===== src/rtl/stage_sequencer.sv =====
// Multi-cycle FETCH/DECODE/EXEC/MEM/WB sequencer that owns the PC and traps on illegal ops or memory timeouts.
// Optional retired-instruction counter is enabled by defining SEQ_INSTRET_EN.
module stage_sequencer #(
  parameter logic [31:0] RESET_PC    = 32'h0,
  parameter logic [31:0] PC_STEP     = 32'd1,
  parameter int unsigned MEM_TIMEOUT = 16
) (
  input  logic        clk,
  input  logic        reset,
  input  logic        stall,
  output logic        imem_req,
  input  logic        imem_ready,
  output logic        inst_latch_en,
  input  logic        illegal,
  input  logic        is_load,
  input  logic        is_store,
  input  logic        writes_rd,
  input  logic        branch_taken,
  input  logic [31:0] branch_target,
  output logic        alu_en,
  output logic        dmem_req,
  output logic        dmem_we,
  input  logic        dmem_ready,
  output logic        rf_we,
  output logic        retire,
  output logic [31:0] pc,
  output logic        trap,
  output logic [1:0]  trap_cause,
  output logic [31:0] instret
);

  localparam logic [2:0] S_FETCH  = 3'd0;
  localparam logic [2:0] S_DECODE = 3'd1;
  localparam logic [2:0] S_EXEC   = 3'd2;
  localparam logic [2:0] S_MEM    = 3'd3;
  localparam logic [2:0] S_WB     = 3'd4;
  localparam logic [2:0] S_TRAP   = 3'd5;

  localparam int unsigned CNT_W = (MEM_TIMEOUT > 32'd1) ? $clog2(MEM_TIMEOUT) : 1;
  localparam logic [CNT_W-1:0] TMO_LAST =
    CNT_W'((MEM_TIMEOUT > 32'd0) ? (MEM_TIMEOUT - 32'd1) : 32'd0);
  localparam logic TMO_EN = (MEM_TIMEOUT != 32'd0);

  logic [2:0]       state_r, state_nxt_s;
  logic [31:0]      pc_r;
  logic [1:0]       trap_cause_r, trap_cause_nxt_s;
  logic [CNT_W-1:0] tmo_cnt_r, tmo_cnt_nxt_s;
  logic             tmo_hit_s;

  assign tmo_hit_s = TMO_EN && (tmo_cnt_r == TMO_LAST);

  // Next-state, timeout counter and trap-cause selection
  always_comb begin
    state_nxt_s      = state_r;
    tmo_cnt_nxt_s    = tmo_cnt_r;
    trap_cause_nxt_s = trap_cause_r;
    case (state_r)
      S_FETCH: begin
        if (stall) begin
          state_nxt_s = S_FETCH;
        end else if (imem_ready) begin
          state_nxt_s = S_DECODE;
        end else if (tmo_hit_s) begin
          state_nxt_s      = S_TRAP;
          trap_cause_nxt_s = 2'b10;
        end else begin
          tmo_cnt_nxt_s = tmo_cnt_r + CNT_W'(1'b1);
        end
      end
      S_DECODE: begin
        if (illegal) begin
          state_nxt_s      = S_TRAP;
          trap_cause_nxt_s = 2'b01;
        end else begin
          state_nxt_s = S_EXEC;
        end
      end
      S_EXEC: begin
        if (is_load || is_store) begin
          state_nxt_s   = S_MEM;
          tmo_cnt_nxt_s = '0;
        end else begin
          state_nxt_s = S_WB;
        end
      end
      S_MEM: begin
        // ready in the limit cycle still completes the access
        if (dmem_ready) begin
          state_nxt_s = S_WB;
        end else if (tmo_hit_s) begin
          state_nxt_s      = S_TRAP;
          trap_cause_nxt_s = 2'b11;
        end else begin
          tmo_cnt_nxt_s = tmo_cnt_r + CNT_W'(1'b1);
        end
      end
      S_WB: begin
        state_nxt_s   = S_FETCH;
        tmo_cnt_nxt_s = '0;
      end
      S_TRAP: begin
        state_nxt_s = S_TRAP;
      end
      default: begin
        state_nxt_s   = S_FETCH;
        tmo_cnt_nxt_s = '0;
      end
    endcase
  end

  // State, PC and trap registers
  always_ff @(posedge clk) begin
    if (reset) begin
      state_r      <= S_FETCH;
      pc_r         <= RESET_PC;
      trap_cause_r <= 2'b00;
      tmo_cnt_r    <= '0;
    end else begin
      state_r      <= state_nxt_s;
      trap_cause_r <= trap_cause_nxt_s;
      tmo_cnt_r    <= tmo_cnt_nxt_s;
      if (state_r == S_WB) begin
        pc_r <= branch_taken ? branch_target : (pc_r + PC_STEP);
      end else begin
        pc_r <= pc_r;
      end
    end
  end

  // Strobes are decoded from state; the latch enable tracks the ready it qualifies
  assign imem_req      = (state_r == S_FETCH) && !stall;
  assign inst_latch_en = (state_r == S_FETCH) && !stall && imem_ready;
  assign alu_en        = (state_r == S_EXEC);
  assign dmem_req      = (state_r == S_MEM);
  assign dmem_we       = (state_r == S_MEM) && is_store;
  assign rf_we         = (state_r == S_WB) && writes_rd && !is_store;
  assign retire        = (state_r == S_WB);
  assign trap          = (state_r == S_TRAP);
  assign trap_cause    = trap_cause_r;
  assign pc            = pc_r;

`ifdef SEQ_INSTRET_EN
  logic [31:0] instret_r;

  // Retired-instruction counter, wraps naturally at 32 bits
  always_ff @(posedge clk) begin
    if (reset) begin
      instret_r <= 32'h0;
    end else if (state_r == S_WB) begin
      instret_r <= instret_r + 32'd1;
    end else begin
      instret_r <= instret_r;
    end
  end

  assign instret = instret_r;
`else
  assign instret = 32'h0;
`endif

endmodule


===== config.mk =====
export PLATFORM = sky130hd
export DESIGN_NAME = stage_sequencer
export DESIGN_NICKNAME = d
export VERILOG_FILES = /design/src/rtl/stage_sequencer.sv
export SDC_FILE = /design/constraint.sdc
export NUM_CORES = 1
export LEC_CHECK = 0
export ABC_AREA = 0
export CAP_MARGIN = 10
export CELL_PAD_IN_SITES_DETAIL_PLACEMENT = 0
export CELL_PAD_IN_SITES_GLOBAL_PLACEMENT = 1
export CORE_ASPECT_RATIO = 1.1
export CORE_MARGIN = 2
export CORE_UTILIZATION = 33
export DETAILED_ROUTE_END_ITERATION = 10
export HOLD_SLACK_MARGIN = 0.06
export PLACE_DENSITY_LB_ADDON = 0.3
export SLEW_MARGIN = 20
export SYNTH_ARGS = -nofsm -noshare
export SYNTH_HDL_FRONTEND = slang
export SYNTH_SLANG_ARGS = --single-unit

===== constraint.sdc =====
create_clock -name clk -period 4.5 [get_ports clk]
set_input_delay 0.675 -clock clk [delete_from_list [all_inputs] [get_ports clk]]
set_output_delay 0.675 -clock clk [all_outputs]
set_load 0.02 [all_outputs]

==> metrics.md <==
| Metric | Value |
|---|---|
| Cell-by-cell listing of the critical path | `or2_2 -> nor3_1 -> and2_1 -> clkdlybuf4s50_1` |
| Top cells by instance count after synthesis | `sky130_fd_sc_hd__nand2_1 (51), sky130_fd_sc_hd__dfxtp_1 (41), sky130_fd_sc_hd__nor2_1 (35)` |
| Cts repair resizes | `0` |
| Final Max Slew Viols | `0` |
| Max stage delay on crit path | `0.59 ns` |
| Area post-placement | `0.00376 mm^2` |
| Clock edge transition at the registers on the reported setup and hold paths | `0.08 ns` |
| Pleak | `1.37 nW` |
| Status | `finished, final reports clean` |
| Avg Vias per Cell | `5.42` |
| Fraction of layout instances using a drive strength above 1 | `5.45%` |
| Global-route wire length before repair | `14800 um` |
| Share of async-settable or async-resettable flops after synthesis | `0%` |
| Relative slew margins | `48.3%` |
| Yosys synthesis warning count | `0` |
| Period minus WS final | `2.97 ns` |
| Post-placement setup slack | `1.59 ns` |
| Die Area | `0.00985 mm^2` |
| WS Path Type | `reg -> out` |
| Maximum number of pins on one net before global-route repair | `59` |
| Most frequent cell after synthesis | `sky130_fd_sc_hd__nand2_1` |
| Area growth from synthesis to layout | `29.4%` |
| Critical Path Start | `state_r[0]` |
| DRT iter0 DRCs | `126` |
| Sequential-to-total area share from yosys stat | `27.4%` |
| Die span in x | `94.8 um` |
| Dominant synthesized flop cell | `sky130_fd_sc_hd__dfxtp_1` |
| Core area | `0.00883 mm^2` |
| Maximum buffer depth of the clock tree | `2` |
| Worst Setup Start Kind | `flip-flop` |
| Per-cell routed wire length | `15.6 um` |
| Yosys top cell by area | `sky130_fd_sc_hd__dfxtp_1` |
| Number of remaining DRC errors | `0` |
| FF+latch count, synth | `41` |
| Clock sink total | `41` |
| Setup slack of the critical path after layout | `1.53 ns` |
| Arrival time of the worst setup path | `2.30 ns` |
| Final Hold Fails | `0` |
| Detailed Place HPWL | `6480 um` |
| Yosys cell types | `60` |
| Vias in the first global route | `2880` |
| Fin cells | `591` |
| Avg Synthesized Cell Area | `7.36 um^2` |
| Antenna violations before repair | `0` |
| Final Cell Area | `0.00387 mm^2` |
| Number of H-tree levels | `2` |
| Placed Instances | `583` |
| Cell area power density | `254 mW/mm^2` |
| Number of nets in the finished design | `520` |
| Start point of the worst min-delay path | `tmo_cnt_r[1]` |
| Share of the cycle needed by the critical path after routing | `66.0%` |
| Number of hold-repair buffers added at the cts stage | `0` |
| Largest fanout of any net on the critical path | `18` |
| Critical Path Sink Type | `primary output` |
| Number of clock buffers inserted by TritonCTS | `5` |
| Measured slew at the worst slew-check pin | `0.769 ns` |
| Antenna diode count | `0` |
| Number of enable-type register cells in the synthesized netlist | `0` |
| TritonCTS clock tree | `built` |
| Std cell rows | `36` |
| Residual antenna-violating net count after detailed routing | `0` |
| Post-CTS setup repair buffer count | `0` |
| Global Route Usage Sum | `18.3%` |
| Worst skew pair latency | `0.30 ns` |
| Cell chosen for the clock root | `sky130_fd_sc_hd__clkbuf_8` |
| Setup repair after global routing missed its margin | `false` |
| Filler cell count in the final layout | `922` |
| Starting utilization of the core area | `33.9%` |
| I/O pin total | `116` |
| Clock Skews | `0.00902 ns` |
| Post-synthesis instance area | `0.00299 mm^2` |
| Number of failing setup endpoints in the final timing report | `0` |
| Number of buffers inserted by port buffering | `83` |
| Die Y-Extent | `104 um` |
| Post-synthesis instance total | `407` |
| Slowest cell on crit path | `sky130_fd_sc_hd__clkdlybuf4s50_1` |
| Final global-route overflow total | `0` |
| Maximum clock frequency | `337 MHz` |
| Critical path data required time | `3.83 ns` |
| Max IR drop VDD | `0.126 mV` |
| Post-layout total power | `985 uW` |
| Top-area cell type share of the netlist area | `27.4%` |
| Setup TNS | `0 ns` |
| RD Place Congestion | `0.876` |
| Vias after detailed routing | `3205` |
| Worst min-delay path category | `reg -> reg` |
| Origin of the critical flop-to-flop path | `state_r[2]` |
| Total Wirelength | `9220 um` |
| Number of max-cap violations | `0` |
| First drt pass iteration count | `4` |
| Ranking of synthesized cells by area | `sky130_fd_sc_hd__dfxtp_1 (27%), sky130_fd_sc_hd__buf_4 (8.0%), sky130_fd_sc_hd__nand2_1 (6.4%)` |
-- cell usage in the layout (no fill, tap or decap), types with 2 or more instances in the layout --
| cell | instances |
|---|---|
| sky130_fd_sc_hd__clkdlybuf4s50_1 | 82 |
| sky130_fd_sc_hd__nand2_1 | 51 |
| sky130_fd_sc_hd__dfxtp_1 | 41 |
| sky130_fd_sc_hd__nor2_1 | 35 |
| sky130_fd_sc_hd__a21oi_1 | 32 |
| sky130_fd_sc_hd__conb_1 | 32 |
| sky130_fd_sc_hd__nand3_1 | 22 |
| sky130_fd_sc_hd__o21ai_0 | 21 |
| sky130_fd_sc_hd__nand4_1 | 13 |
| sky130_fd_sc_hd__and3_1 | 11 |
| sky130_fd_sc_hd__nor4_1 | 10 |
| sky130_fd_sc_hd__inv_1 | 9 |
| sky130_fd_sc_hd__nor3_1 | 9 |
| sky130_fd_sc_hd__a31oi_1 | 8 |
| sky130_fd_sc_hd__a32o_1 | 6 |
| sky130_fd_sc_hd__o31ai_1 | 6 |
| sky130_fd_sc_hd__clkbuf_8 | 6 |
| sky130_fd_sc_hd__mux2i_1 | 5 |
| sky130_fd_sc_hd__a22oi_1 | 5 |
| sky130_fd_sc_hd__nor3b_1 | 4 |
| sky130_fd_sc_hd__or3_1 | 4 |
| sky130_fd_sc_hd__a211oi_1 | 4 |
| sky130_fd_sc_hd__a311o_1 | 4 |
| sky130_fd_sc_hd__a22o_1 | 4 |
| sky130_fd_sc_hd__buf_4 | 4 |
| sky130_fd_sc_hd__or2_2 | 3 |
| sky130_fd_sc_hd__o311ai_0 | 3 |
| sky130_fd_sc_hd__o211ai_1 | 3 |
| sky130_fd_sc_hd__o41ai_1 | 3 |
| sky130_fd_sc_hd__or3b_1 | 2 |
| sky130_fd_sc_hd__nand2b_1 | 2 |
| sky130_fd_sc_hd__and2_1 | 2 |
| sky130_fd_sc_hd__and4_1 | 2 |
| sky130_fd_sc_hd__o21a_1 | 2 |
| sky130_fd_sc_hd__ha_1 | 2 |
-- state kept, by name (all words and copies together) (netlist names) --
name,cells
trap_cause,2
tmo_cnt_r,4
state_r,3
pc,32
-- kinds of logic (layout without fill, tap and decap cells) --
kind of cell / after synthesis / in the layout / share of synthesized area [%]
adders and majority gates: 2 / 2 / 0.836
DFF: 41 / 41 / 27.4
other: 1 / 32 / 0.125
buffers and inverters: 65 / 104 / 12.9
and+or+nand+nor: 180 / 180 / 31.7
muxes: 5 / 5 / 1.67
AOI/OAI and AO/OA: 113 / 113 / 25.4
-- per-layer routing --
| layer | GRT usage (%) | part of all wire, % | up-vias | wire length, um |
|---|---|---|---|---|
| met2 | 28.4 | 45 | 117 | 4160 |
| met5 | 0 | 0 | - | 0 |
| met4 | 4.45 | 1.0 | 0 | 95 |
| met1 | 26.2 | 47 | 1490 | 4340 |
| li1 | - | - | 1590 | - |
| met3 | 3.41 | 6.8 | 8 | 628 |
-- report_power, final --
part           internal, mW  switching, mW
sequential            0.383         0.0363
combinational         0.109          0.141
clock                 0.181          0.134
total                 0.673          0.312
-- per-stage QoR --
stage / hold slack, ns / util (%)
after floorplan: 0.449 / -
after global placement: 0.464 / 42.6
after detailed placement: 0.477 / 42.6
after CTS: 0.492 / 43.9
after global routing: 0.527 / 43.9
final: 0.498 / 43.9
-- layout make-up --
class	count	area [um^2]	share of cell area, %
inverter	9	33.8	0.872
tap	114	143	3.68
multi-input combinational	332	1900	49.2
clock buffer	7	86.3	2.23
timing repair buffer	87	856	22.1
clock inverter	1	30.0	0.775
sequential	41	821	21.2
-- worst max-delay path: cells and delay by family (launching register included) --
family / cells / cell delay [ns]
DFF: 1 / 0.48
buffers and inverters: 1 / 0.59
and+or+nand+nor: 3 / 0.93
-- worst paths after layout --
check,end,slack [ns],depth (start not counted)
worst min-delay path,tmo_cnt_r[1],0.50,2
worst max-delay path,inst_latch_en,1.53,4
worst max register to register,pc[19],1.95,8
worst min register to register,tmo_cnt_r[1],0.50,2
Note: power is estimated with default switching activity, not from simulation.
